**src/rtl/video_mixer_pkg.sv**
```systemverilog
// Shared types for the video layer mixer: frame bundle, shadow control
// word, pipeline latency and the per-channel 50% blend helper.
package video_mixer_pkg;

   localparam int RGB_W         = 12;
   localparam int CNT_W         = 10;
   localparam int MAX_LAYER     = 8;
   localparam int MIXER_LATENCY = 2;

   typedef struct packed {
      logic [CNT_W-1:0] hc;
      logic [CNT_W-1:0] vc;
      logic             start;
      logic [RGB_W-1:0] rgb;
   } vga_frame_t;

   typedef struct packed {
      logic [MAX_LAYER-1:0] en;
      logic [MAX_LAYER-1:0] blend;
      logic [RGB_W-1:0]     key;
      logic [RGB_W-1:0]     bg;
      logic                 bypass;
   } mixer_ctrl_t;

   function automatic logic [RGB_W-1:0] rgb_avg(
      input logic [RGB_W-1:0] a,
      input logic [RGB_W-1:0] b
   );
      logic [RGB_W-1:0] r;
      r = '0;
      for (int c = 0; c < 3; c++)
         r[c*4 +: 4] = (a[c*4 +: 4] >> 1) + (b[c*4 +: 4] >> 1);
      return r;
   endfunction

endpackage

```
**src/rtl/video_mixer_shadow.sv**
```systemverilog
// Frame-start loaded control register; the start pixel itself already
// sees the new word through ctrl_eff, later pixels see the register.
module video_mixer_shadow
   import video_mixer_pkg::*;
#(
   parameter logic [RGB_W-1:0] KEY_RST = 12'h0F0
) (
   input  logic        clk,
   input  logic        rst,
   input  logic        load,
   input  mixer_ctrl_t next,
   output mixer_ctrl_t ctrl_eff
);

   mixer_ctrl_t ctrl;

   // load on an advancing layer-0 start pixel, otherwise hold
   always_ff @(posedge clk) begin
      if (rst) begin
         ctrl.en     <= '1;
         ctrl.blend  <= '0;
         ctrl.key    <= KEY_RST;
         ctrl.bg     <= '0;
         ctrl.bypass <= 1'b0;
      end else if (load) begin
         ctrl <= next;
      end
   end

   assign ctrl_eff = load ? next : ctrl;

endmodule

```
**src/rtl/video_layer_mixer.sv**
```systemverilog
// Two-stage priority/colour-key compositor over NUM_LAYER aligned streams.
// Optional 50% blend per layer: define VIDEO_LAYER_MIXER_BLEND_EN.
module video_layer_mixer
   import video_mixer_pkg::*;
#(
   parameter int               NUM_LAYER = 4,
   parameter logic [RGB_W-1:0] KEY_RST   = 12'h0F0,
   parameter int               ERR_CW    = 8
) (
   input  logic                        clk,
   input  logic                        rst,
   input  logic                        stall,
   input  logic                        bypass,
   input  logic [NUM_LAYER-1:0]        layer_en,
   input  logic [NUM_LAYER-1:0]        layer_blend,
   input  logic [RGB_W-1:0]            key_color,
   input  logic [RGB_W-1:0]            bg_color,
   input  logic [NUM_LAYER-1:0]        source_vld,
   input  vga_frame_t [NUM_LAYER-1:0]  source_frame,
   output logic                        sink_vld,
   output vga_frame_t                  sink_frame,
   output logic                        misalign,
   output logic [ERR_CW-1:0]           misalign_cnt
);

   logic        adv;
   logic        load;
   mixer_ctrl_t nxt;
   mixer_ctrl_t ctrl_eff;

   assign adv  = ~stall;
   assign load = adv & source_vld[0] & source_frame[0].start;

   assign nxt.en     = MAX_LAYER'(layer_en);
   assign nxt.blend  = MAX_LAYER'(layer_blend);
   assign nxt.key    = key_color;
   assign nxt.bg     = bg_color;
   assign nxt.bypass = bypass;

   video_mixer_shadow #(.KEY_RST(KEY_RST)) u_shadow (
      .clk      (clk),
      .rst      (rst),
      .load     (load),
      .next     (nxt),
      .ctrl_eff (ctrl_eff)
   );

   logic unused_ctrl;
   assign unused_ctrl = ^{ctrl_eff.en, ctrl_eff.blend};

   logic [NUM_LAYER-1:0] opq;
   logic                 ev;

   // per-layer opacity from the effective shadow word
   always_comb begin
      opq = '0;
      for (int i = 0; i < NUM_LAYER; i++)
         opq[i] = ctrl_eff.en[i] & source_vld[i] &
                  (source_frame[i].rgb != ctrl_eff.key);
   end

   // one event per cycle no matter how many layers disagree with layer 0
   always_comb begin
      ev = 1'b0;
      for (int i = 1; i < NUM_LAYER; i++)
         if (source_vld[i] && source_vld[0] &&
             (source_frame[i].hc    != source_frame[0].hc ||
              source_frame[i].vc    != source_frame[0].vc ||
              source_frame[i].start != source_frame[0].start))
            ev = 1'b1;
   end

   logic [NUM_LAYER-1:0] opq1;
   logic [RGB_W-1:0]     rgb1 [NUM_LAYER];
   logic [CNT_W-1:0]     hc1;
   logic [CNT_W-1:0]     vc1;
   logic                 st1;
   logic                 vld1;
   logic [RGB_W-1:0]     bg1;
   logic                 byp1;
`ifdef VIDEO_LAYER_MIXER_BLEND_EN
   logic [NUM_LAYER-1:0] blend1;
`endif

   // stage 1: capture opacity, colours, layer-0 timing and the control
   // fields stage 2 needs, so a new frame start cannot disturb them
   always_ff @(posedge clk) begin
      if (rst) begin
         opq1 <= '0;
         for (int i = 0; i < NUM_LAYER; i++) rgb1[i] <= '0;
         hc1  <= '0;
         vc1  <= '0;
         st1  <= 1'b0;
         vld1 <= 1'b0;
         bg1  <= '0;
         byp1 <= 1'b0;
`ifdef VIDEO_LAYER_MIXER_BLEND_EN
         blend1 <= '0;
`endif
      end else if (adv) begin
         opq1 <= opq;
         for (int i = 0; i < NUM_LAYER; i++)
            rgb1[i] <= source_frame[i].rgb;
         hc1  <= source_frame[0].hc;
         vc1  <= source_frame[0].vc;
         st1  <= source_frame[0].start;
         vld1 <= source_vld[0];
         bg1  <= ctrl_eff.bg;
         byp1 <= ctrl_eff.bypass;
`ifdef VIDEO_LAYER_MIXER_BLEND_EN
         blend1 <= ctrl_eff.blend[NUM_LAYER-1:0];
`endif
      end
   end

   logic [RGB_W-1:0] pix;

   // priority fold: higher layers overwrite lower ones, bg underneath
   always_comb begin
      pix = bg1;
      for (int i = 0; i < NUM_LAYER; i++)
         if (opq1[i]) begin
`ifdef VIDEO_LAYER_MIXER_BLEND_EN
            if (blend1[i]) pix = rgb_avg(pix, rgb1[i]);
            else           pix = rgb1[i];
`else
            pix = rgb1[i];
`endif
         end
      if (byp1) pix = rgb1[0];
   end

   // stage 2: output register
   always_ff @(posedge clk) begin
      if (rst) begin
         sink_vld   <= 1'b0;
         sink_frame <= '0;
      end else if (adv) begin
         sink_vld         <= vld1;
         sink_frame.hc    <= hc1;
         sink_frame.vc    <= vc1;
         sink_frame.start <= st1;
         sink_frame.rgb   <= pix;
      end
   end

   // sticky flag and saturating event counter, cleared only by reset
   always_ff @(posedge clk) begin
      if (rst) begin
         misalign     <= 1'b0;
         misalign_cnt <= '0;
      end else if (adv && ev) begin
         misalign <= 1'b1;
         if (~&misalign_cnt) misalign_cnt <= misalign_cnt + 1'b1;
      end
   end

endmodule

```
**config.mk**
```make
export PLATFORM = sky130hd
export DESIGN_NAME = video_layer_mixer
export DESIGN_NICKNAME = d
export VERILOG_FILES = /design/src/rtl/video_mixer_pkg.sv /design/src/rtl/video_mixer_shadow.sv /design/src/rtl/video_layer_mixer.sv
export SDC_FILE = /design/constraint.sdc
export NUM_CORES = 1
export LEC_CHECK = 0
export BUFFER_PORTS_ARGS = -buffer_cell sky130_fd_sc_hd__buf_2
export CORE_UTILIZATION = 45
export CTS_BUF_LIST = sky130_fd_sc_hd__clkbuf_8
export CTS_CLUSTER_DIAMETER = 40
export DETAILED_ROUTE_END_ITERATION = 10
export PLACE_DENSITY = 0.7
export SLEW_MARGIN = 20
export SYNTH_ARGS = -nofsm -noshare
export SYNTH_HDL_FRONTEND = slang
export SYNTH_HIERARCHICAL = 1
export SYNTH_SLANG_ARGS = --single-unit
```
**constraint.sdc**
```tcl
create_clock -name clk -period 4.3 [get_ports clk]
set_input_delay 0.215 -clock clk [delete_from_list [all_inputs] [get_ports clk]]
set_output_delay 0.215 -clock clk [all_outputs]
set_load 0.02 [all_outputs]
```
==> results of run 1 <==
[how the worst max path moves through the flow]
stage | start | cells past startpoint | endpoint
2_1_floorplan | stall | 11 | opq1[0]
3_3_place_gp | stall | 10 | opq1[0]
3_5_place_dp | stall | 10 | opq1[0]
4_1_cts | stall | 10 | opq1[0]
5_1_grt | stall | 10 | opq1[0]
6_report | stall | 10 | opq1[0]
[critical path: cells and delay by family]
kind	cells	cell delay, ps
simple gates	5	1230
mux	1	530
buf+inv	2	310
xor+xnor	1	210
compound gates	1	210
[power breakdown]
group | leakage [nW] | total (W) | switching [W] | internal [W]
sequential | 1.42 | 0.00168 | 0.0000518 | 0.00163
clock | 0.225 | 0.00122 | 0.000573 | 0.000650
combinational | 2.40 | 0.000477 | 0.000253 | 0.000224
total | 4.04 | 0.00338 | 0.000878 | 0.00250
[state kept, by name, summed over array words and instances, names as in the netlist]
signal / flops
sink_frame: 33
hc1: 10
misalign: 1
vc1: 10
rgb1: 48
misalign_cnt: 8
u_shadow/ctrl: 29
opq1: 4
sink_vld: 1
st1: 1
vld1: 1
bg1: 12
byp1: 1
[final cells by class]
type | count | area share, %
timing repair buffer | 217 | 12.0
multi-input combinational | 536 | 41.0
antenna | 4 | 0.107
sequential | 159 | 39.1
clock buffer | 18 | 2.64
inverter | 3 | 0.120
clock inverter | 14 | 2.02
tap | 220 | 2.94
[routing by layer]
| layer | track usage, % | part of all wire [%] | wire (microns) | up-vias |
|---|---|---|---|---|
| li1 | - | - | - | 2929 |
| met1 | 31.5 | 43 | 8950 | 2834 |
| met2 | 38.3 | 47 | 9810 | 196 |
| met3 | 6.78 | 8.3 | 1730 | 27 |
| met4 | 7.28 | 1.6 | 332 | 4 |
| met5 | 0 | 0.16 | 33 | - |
[per-stage QoR]
stage                     setup slack, ps  cell area [sq um]  hold WS, ps
final                                1930               9370         57.3
after CTS                            1920               9330         37.9
after floorplan                      1980               7720          287
after global routing                 1770               9360         45.6
after detailed placement             1450               8890          450
after global placement               1450               8890          435
==> flow_summary.yaml, run 1 <==
final_layout:
  layout.cells.most_common_list: "208 x sky130_fd_sc_hd__buf_2, 111 x sky130_fd_sc_hd__dfxtp_1, 81 x sky130_fd_sc_hd__mux2i_1"
  drive_gt1_share_pct: 27.9
  regArea_sq_mm: 0.00366
  growth_of_design_area_from_synthesis_to_finish_pct: 21.4
  finalNetCount: 1107
  post_layout_nonfiller_instances: 1171
  multi_input_logic_area_sq_mm: 0.00384
  layout_commonest_cell: "sky130_fd_sc_hd__buf_2"
  final_util_pct: 56.3
  fillerInstances: 1503
sta:
  timing_worst_slew_pin_value_ps: 949
  final.setup.tns_ps: 0
  setup_viol_count_final: 0
  clock.fmax_mhz: 422
  clock_period_minus_final_worst_setup_slack_ps: 2370
  clock-skew-final_ps: 9.64
  final-max-slew-violation-count: 0
  grt_setup_unrepaired: "no"
  fin_crit_sh_pct: 55.1
  maxSlewHeadroom_pct: 36.8
  report.final.hold_viol_count: 0
min_path:
  worstHoldPathCells: 2
  timing.hold.worst.start: "source_frame[76]"
  hold_path_end: "rgb1[0][34]"
  hp-class: "in -> reg"
synth:
  yosysWarnings: 6
  synthesis.nets: 916
  syn_avg_cell_area_sq_um: 10.4
  postSynthCellCount: 743
  post_synth_instance_area_sq_mm: 0.00772
floorplanning:
  die_w_microns: 133
  chipHeight_microns: 133
  initial_core_utilization_pct: 46.4
  std_cell_rows: 47
  die-area_sq_mm: 0.0177
  core-area_sq_mm: 0.0166
  io_pins: 215
run:
  cap_violations: 0
worst_setup_path:
  worst_setup_path_start_kind: "input pin"
  worst_setup_path_end_kind: "register"
  path_common_cell: "sky130_fd_sc_hd__buf_4"
  regToRegStartpoint: "opq1[0]"
  critical_path_peak_fanout: 16
  max_stage_delay_ps: 670
  crit_path_cell_trace: "buf_4, nor2b_1, buf_4, and2_1, mux2_1, xor2_1, nor4_1, nand3_1, a32oi_1, nor2_1"
  cp.arrival_ps: 2710
  endpoint_of_the_worst_register_to_register_path: "sink_frame[10]"
  reg2regPathDepth: 7
  timing.reg2reg.setup_slack_ps: 2070
  criticalPathCategory: "in -> reg"
  critical_path.slowest_cell: "sky130_fd_sc_hd__and2_1"
  worst-endpoint-required_ps: 4640
outcome:
  outcome: "completed"
routing:
  viasPerCell: 5.12
  wire_per_inst_microns: 17.8
  ant_nets: 0
  num_vias: 5990
  routed_wirelength_mm: 20.9
  drt_iter0_markers: 372
  drt_pass1_iterations: 5
  drc: 0
clock_tree:
  tritoncts_clock_tree: "yes"
  clock_tree.root_cell: "sky130_fd_sc_hd__clkbuf_8"
  numCtsBuffers: 17
  cts_repair_resize_count: 0
  clkSinkCount: 159
  clk_pin_slew_worst_paths_ps: 90
  cts_post_setup_buffers_inserted: 0
  clock_tree.htree_level_count: 4
  cts_hold_buffers: 0
  worst_skew_pair.late_latency_ps: 460
  cts_buffer_depth: 2
placement:
  gp_congestion: 0.897
  input_output_buffers: 210
  placedCellCount: 1134
  dpl.hpwl_mm: 15.5
power:
  p_leak_nw: 4.04
  total_power_w: 0.00338
  power_density_mw_per_mm2: 361
  max-vdd-ir-drop_mv: 0.191
global_routing:
  grt_pass1_vias: 5683
  grt_max_degree: 75
  globalRoute.totalOverflow: 0
  gr-usage-all-layers_pct: 24.0
  grt_pass1_wl_mm: 31.8
  antenna_violations_before_repair: 6
Power figures use the tool's default switching activity.
==> run 2: changes to the inputs <==
Settings changed: ABC_AREA from default to 1, PLACE_DENSITY 0.7 to 0.69.
Clock period 4.3 ns to 2.45 ns, I/O delays scaled along.
==> flow_summary.yaml, run 2 <==
outcome:
  outcome: "complete, but fails checks"
  violated_checks: "DRC"
global_routing:
  globalRouteMet3Util_pct: 5.46
  grt.met1_usage_pct: 29.8
  grt_max_degree: 53
  grt_pass1_vias: 7783
  antenna_violations_before_repair: 1
  grt_pass1_wl_mm: 38.3
  gr-usage-all-layers_pct: 25.4
  groute.layer.met2.usage_pct: 44.5
  globalRoute.totalOverflow: 0
  grt-busiest-layer: "met2"
clock_tree:
  numCtsBuffers: 17
  cts_buffer_depth: 2
  tritoncts_clock_tree: "yes"
  clk_pin_slew_worst_paths_ps: 80
  clock_tree.root_cell: "sky130_fd_sc_hd__clkbuf_8"
  clock_tree.htree_level_count: 4
  worst_skew_pair.late_latency_ps: 460
  clkSinkCount: 159
routing:
  num_vias: 8140
  viasPerCell: 4.78
  drt_pass1_iterations: 11
  routed_wirelength_mm: 24.1
  ant_nets: 0
  drc: 8
  wire_per_inst_microns: 14.2
  drt_iter0_markers: 374
final_layout:
  layout_commonest_cell: "sky130_fd_sc_hd__nand2_1"
  max_flop_register: "rgb1"
  multi_input_logic_area_sq_mm: 0.00374
  largest_register_ffs: 48
  growth_of_design_area_from_synthesis_to_finish_pct: 26.8
  layout.cells.most_common_list: "317 x sky130_fd_sc_hd__nand2_1, 210 x sky130_fd_sc_hd__buf_2, 208 x sky130_fd_sc_hd__inv_1"
  top_regs: "rgb1 (48), sink_frame (33), u_shadow/ctrl (29)"
  regArea_sq_mm: 0.00366
  fillerInstances: 1744
  drive_gt1_share_pct: 22.7
  finalNetCount: 1634
power:
  total_power_w: 0.00608
  p_leak_nw: 5.65
  power_density_mw_per_mm2: 566
  max-vdd-ir-drop_mv: 0.299
sta:
  timing_worst_slew_pin_value_ps: 956
  setup_viol_count_final: 0
  final-max-slew-violation-count: 0
  fin_crit_sh_pct: 91.7
  report.final.hold_viol_count: 0
  clock.fmax_mhz: 445
  clock-skew-final_ps: 16.7
  final.setup.tns_ps: 0
  maxSlewHeadroom_pct: 36.2
  clock_period_minus_final_worst_setup_slack_ps: 2250
  hold_ws_ps: 14.1
worst_setup_path:
  worst_setup_path_end_kind: "register"
  critical_path_peak_fanout: 21
  cp.arrival_ps: 2590
  worst-endpoint-required_ps: 2790
  worst_setup_path_start_kind: "input pin"
  criticalPathCategory: "in -> reg"
floorplanning:
  die_w_microns: 139
  chipHeight_microns: 139
  std_cell_rows: 49
  core-area_sq_mm: 0.0182
  die-area_sq_mm: 0.0194
  initial_core_utilization_pct: 46.5
  io_pins: 215
run:
  cap_violations: 0
min_path:
  hp-class: "in -> reg"
synth:
  post_synth_instance_area_sq_mm: 0.00847
  postSynthCellCount: 1205
  yosysWarnings: 6
  syn_avg_cell_area_sq_um: 7.03
  synthesis.nets: 1378
placement:
  input_output_buffers: 210
  gp_congestion: 0.877
  dpl.hpwl_mm: 17.4
[run 2: layer usage]
metal,vias to the layer above,routed length (microns)
li1,4207,-
met1,3633,10300
met2,255,11800
met3,45,1310
met4,0,707
met5,-,0
[run 2: through the flow]
step | instances | utilization, % | instance area [sq um] | setup WS [ps]
detailed placement | 1614 | 53.4 | 9730 | 132
CTS | 1699 | 58.6 | 10700 | 160
global route | 1704 | 58.9 | 10700 | -11.8
floorplan | 1205 | - | 8470 | 397
finish | 1704 | 58.9 | 10700 | 202
global placement | 1614 | 53.4 | 9730 | 206
[run 2: worst max-delay path: stages]
cell and delay, ps:
sky130_fd_sc_hd__dlygate4sd3_1 540, sky130_fd_sc_hd__buf_2 140, sky130_fd_sc_hd__inv_2 70, sky130_fd_sc_hd__nor2_2 220, sky130_fd_sc_hd__buf_6 240, sky130_fd_sc_hd__nand2_1 80
sky130_fd_sc_hd__nand2_1 100, sky130_fd_sc_hd__inv_1 110, sky130_fd_sc_hd__xor2_1 180, sky130_fd_sc_hd__a2111oi_1 380, sky130_fd_sc_hd__buf_4 180, sky130_fd_sc_hd__nand2_1 50
sky130_fd_sc_hd__nor2_1 100, sky130_fd_sc_hd__o21ai_0 70
[run 2: path summary, 6_finish.rpt]
| path | endpoint | slack, ps | startpoint | cells after the start |
|---|---|---|---|---|
| max | opq1[3] | 200 | source_frame[12] | 14 |
| min | u_shadow/ctrl[14] | 10 | key_color[1] | 5 |
| max reg2reg | misalign_cnt[0] | 670 | misalign_cnt[1] | 10 |
| min reg2reg | u_shadow/ctrl[34] | 460 | u_shadow/ctrl[34] | 2 |
[run 2: where the power goes]
| part | internal (W) | switching [W] | leakage, nW | total, W |
|---|---|---|---|---|
| clock network | 0.00100 | 0.00101 | 0.214 | 0.00201 |
| logic | 0.000448 | 0.000677 | 4.02 | 0.00113 |
| registers | 0.00287 | 0.0000665 | 1.42 | 0.00294 |
[run 2: repair_timing]
action,in CTS,in global routing
setup endpoints to repair,0,3
gates resized for setup,0,5
buffers inserted,0,0
hold buffers,53,4
endpoints found under the hold margin,53,4
[run 2: layout make-up]
type,count,area share [%]
multi-input combinational,771,34.8
sequential,159,34.1
timing repair buffer,286,16.6
inverter,226,7.93
tap,229,2.67
clock buffer,17,2.18
clock inverter,15,1.61
antenna,1,0.0233
==> run 3: changes to the inputs <==
Settings changed: BUFFER_PORTS_ARGS -buffer_cell sky130_fd_sc_hd__buf_2 to default, CELL_PAD_IN_SITES_DETAIL_PLACEMENT from default to 1, CELL_PAD_IN_SITES_GLOBAL_PLACEMENT from default to 1, DONT_BUFFER_PORTS from default to 1, PLACE_DENSITY 0.69 to default, PLACE_DENSITY_LB_ADDON from default to 0.1, SLEW_MARGIN 20 to default.
==> flow_summary.yaml, run 3 (synthesized netlist as in run 2, its figures left out) <==
floorplanning:
  chipHeight_microns: 139
  io_pins: 215
  die_w_microns: 139
  initial_core_utilization_pct: 46.5
  core-area_sq_mm: 0.0182
  std_cell_rows: 49
  die-area_sq_mm: 0.0194
global_routing:
  gr-usage-all-layers_pct: 30.2
  globalRoute.totalOverflow: 0
  grt_pass1_wl_mm: 44.9
  groute.layer.met2.usage_pct: 54.3
  grt_pass1_vias: 8614
  grt.met1_usage_pct: 32.1
  grt-busiest-layer: "met2"
  grt_max_degree: 89
  globalRouteMet3Util_pct: 7.49
  antenna_violations_before_repair: 0
routing:
  viasPerCell: 5.19
  routed_wirelength_mm: 28.1
  ant_nets: 0
  drt_pass1_iterations: 8
  num_vias: 8003
  drc: 6
  drt_iter0_markers: 531
  wire_per_inst_microns: 18.3
run:
  cap_violations: 0
worst_setup_path:
  regToRegStartpoint: "misalign_cnt[0]"
  reg2regPathDepth: 10
  timing.critical_path.to: "opq1[0]"
  critical_path.slowest_cell: "sky130_fd_sc_hd__dlygate4sd3_1"
  endpoint_of_the_worst_register_to_register_path: "misalign_cnt[0]"
  cp.arrival_ps: 2570
  timing.critical_path.depth: 12
  max_stage_delay_ps: 560
  critical_path_peak_fanout: 19
  criticalPathCategory: "in -> reg"
  path_buf_inv: 3
  crit_path_cell_trace: "dlygate4sd3_1, nand2_1, nor2_2, buf_4, nand2_1, nand2_1, inv_1, xor2_1, nor4_2, nand4_1, nand3_1, o21ai_0"
  worst-endpoint-required_ps: 2760
  worst_setup_path_start_kind: "input pin"
  critical_path_s_top_delay_family: "simple AND/OR/NAND/NOR gates"
  critPathLaunch: "source_vld[0]"
  timing.reg2reg.setup_slack_ps: 530
  worst_setup_path_end_kind: "register"
  path_common_cell: "sky130_fd_sc_hd__nand2_1"
sta:
  maxSlewHeadroom_pct: 37.4
  hold_ws_ps: 19.9
  clock-skew-final_ps: 14.0
  postLayoutSetupSlackWorst_ps: 190
  fin_crit_sh_pct: 92.3
  setup_viol_count_final: 0
  clock.fmax_mhz: 442
  final-max-slew-violation-count: 0
  timing_worst_slew_pin_value_ps: 939
  grt_setup_unrepaired: "no"
  report.final.hold_viol_count: 0
  final.setup.tns_ps: 0
  clock_period_minus_final_worst_setup_slack_ps: 2260
final_layout:
  antenna-diode-count: 0
  finalNetCount: 1473
  regArea_sq_mm: 0.00366
  multi_input_logic_area_sq_mm: 0.00374
  max_flop_register: "rgb1"
  largest_register_ffs: 48
  drive_gt1_share_pct: 9.52
  layout.cells.most_common_list: "317 x sky130_fd_sc_hd__nand2_1, 206 x sky130_fd_sc_hd__inv_1, 137 x sky130_fd_sc_hd__nor2_1"
  growth_of_design_area_from_synthesis_to_finish_pct: 20.4
  layout_commonest_cell: "sky130_fd_sc_hd__nand2_1"
  fillerInstances: 2348
  top_regs: "rgb1 (48), sink_frame (33), u_shadow/ctrl (29)"
placement:
  gp_congestion: 0.833
  dpl.hpwl_mm: 18.7
  pre_cts_slack_ps: 146
  input_output_buffers: 0
outcome:
  violated_checks: "DRC"
  outcome: "complete, but fails checks"
clock_tree:
  tritoncts_clock_tree: "yes"
  clk_pin_slew_worst_paths_ps: 80
  cts_buffer_depth: 2
  clock_tree.htree_level_count: 4
  worst_skew_pair.late_latency_ps: 460
  clock_tree.root_cell: "sky130_fd_sc_hd__clkbuf_8"
  cts_post_setup_buffers_inserted: 0
  clkSinkCount: 159
  numCtsBuffers: 17
power:
  p_leak_nw: 4.99
  power_density_mw_per_mm2: 589
  max-vdd-ir-drop_mv: 0.337
min_path:
  hp-class: "in -> reg"
run 3: changes by cell type in the layout (fill, tap and decap cells not counted), sizes merged:
cell         delta
diode           -1
dlygate4sd3    +51
buf           -212
clkinvlp        +1
inv             -3
clkbuf          +2
run 3: cell type report:
class | count | area share, %
Clock inverter | 13 | 1.41
Clock buffer | 19 | 2.57
Timing Repair Buffer | 125 | 12.2
Tap cell | 229 | 2.81
Sequential cell | 159 | 36.0
Inverter | 226 | 8.35
Multi-Input combinational cell | 771 | 36.7
run 3: tightest hold or removal path: stages:
cell and delay [ps]:
sky130_fd_sc_hd__xnor2_1 60, sky130_fd_sc_hd__nand3_1 90, sky130_fd_sc_hd__nor2_1 40, sky130_fd_sc_hd__o21ai_0 120
run 3: timing repair:
item / CTS / global route
gates resized for setup: 0 / 5
endpoints found under the setup margin: 0 / 3
hold buffers: 110 / 0
endpoints found under the hold margin: 154 / 0
run 3: per-stage QoR:
step | utilization [%] | total power, W | instances | cell area, sq um
6_report | 56.0 | 0.00600 | 1542 | 10200
4_1_cts | 55.9 | 0.00600 | 1542 | 10200
3_3_place_gp | 47.4 | 0.00378 | 1400 | 8640
5_1_grt | 56.0 | 0.00627 | 1542 | 10200
2_1_floorplan | - | 0.00363 | 1205 | 8470
3_5_place_dp | 47.4 | 0.00381 | 1400 | 8640
run 3: where the power goes:
| part | switching [W] | internal (W) |
|---|---|---|
| Combinational | 0.000578 | 0.000392 |
| Clock | 0.000987 | 0.00105 |
| Sequential | 0.000128 | 0.00287 |
| Total | 0.00169 | 0.00431 |
run 3: metal layers:
metal | up-vias | part of all wire [%] | wire length [microns]
li1 | 3886 | - | -
met1 | 3773 | 38 | 10700
met2 | 266 | 51 | 14300
met3 | 78 | 6.3 | 1780
met4 | 0 | 4.8 | 1360
met5 | - | 0 | 0
run 3: worst min path at each step:
stage / to / slack, ps / start / depth (start not counted)
after global routing: bg1[5] / 20 / bg_color[5] / 6
final: opq1[3] / 20 / source_frame[105] / 4
after floorplan: hc1[5] / 240 / source_frame[28] / 2
after CTS: opq1[3] / 4 / source_frame[105] / 4
after detailed placement: u_shadow/ctrl[12] / 200 / rst / 1
after global placement: u_shadow/ctrl[11] / 200 / rst / 1
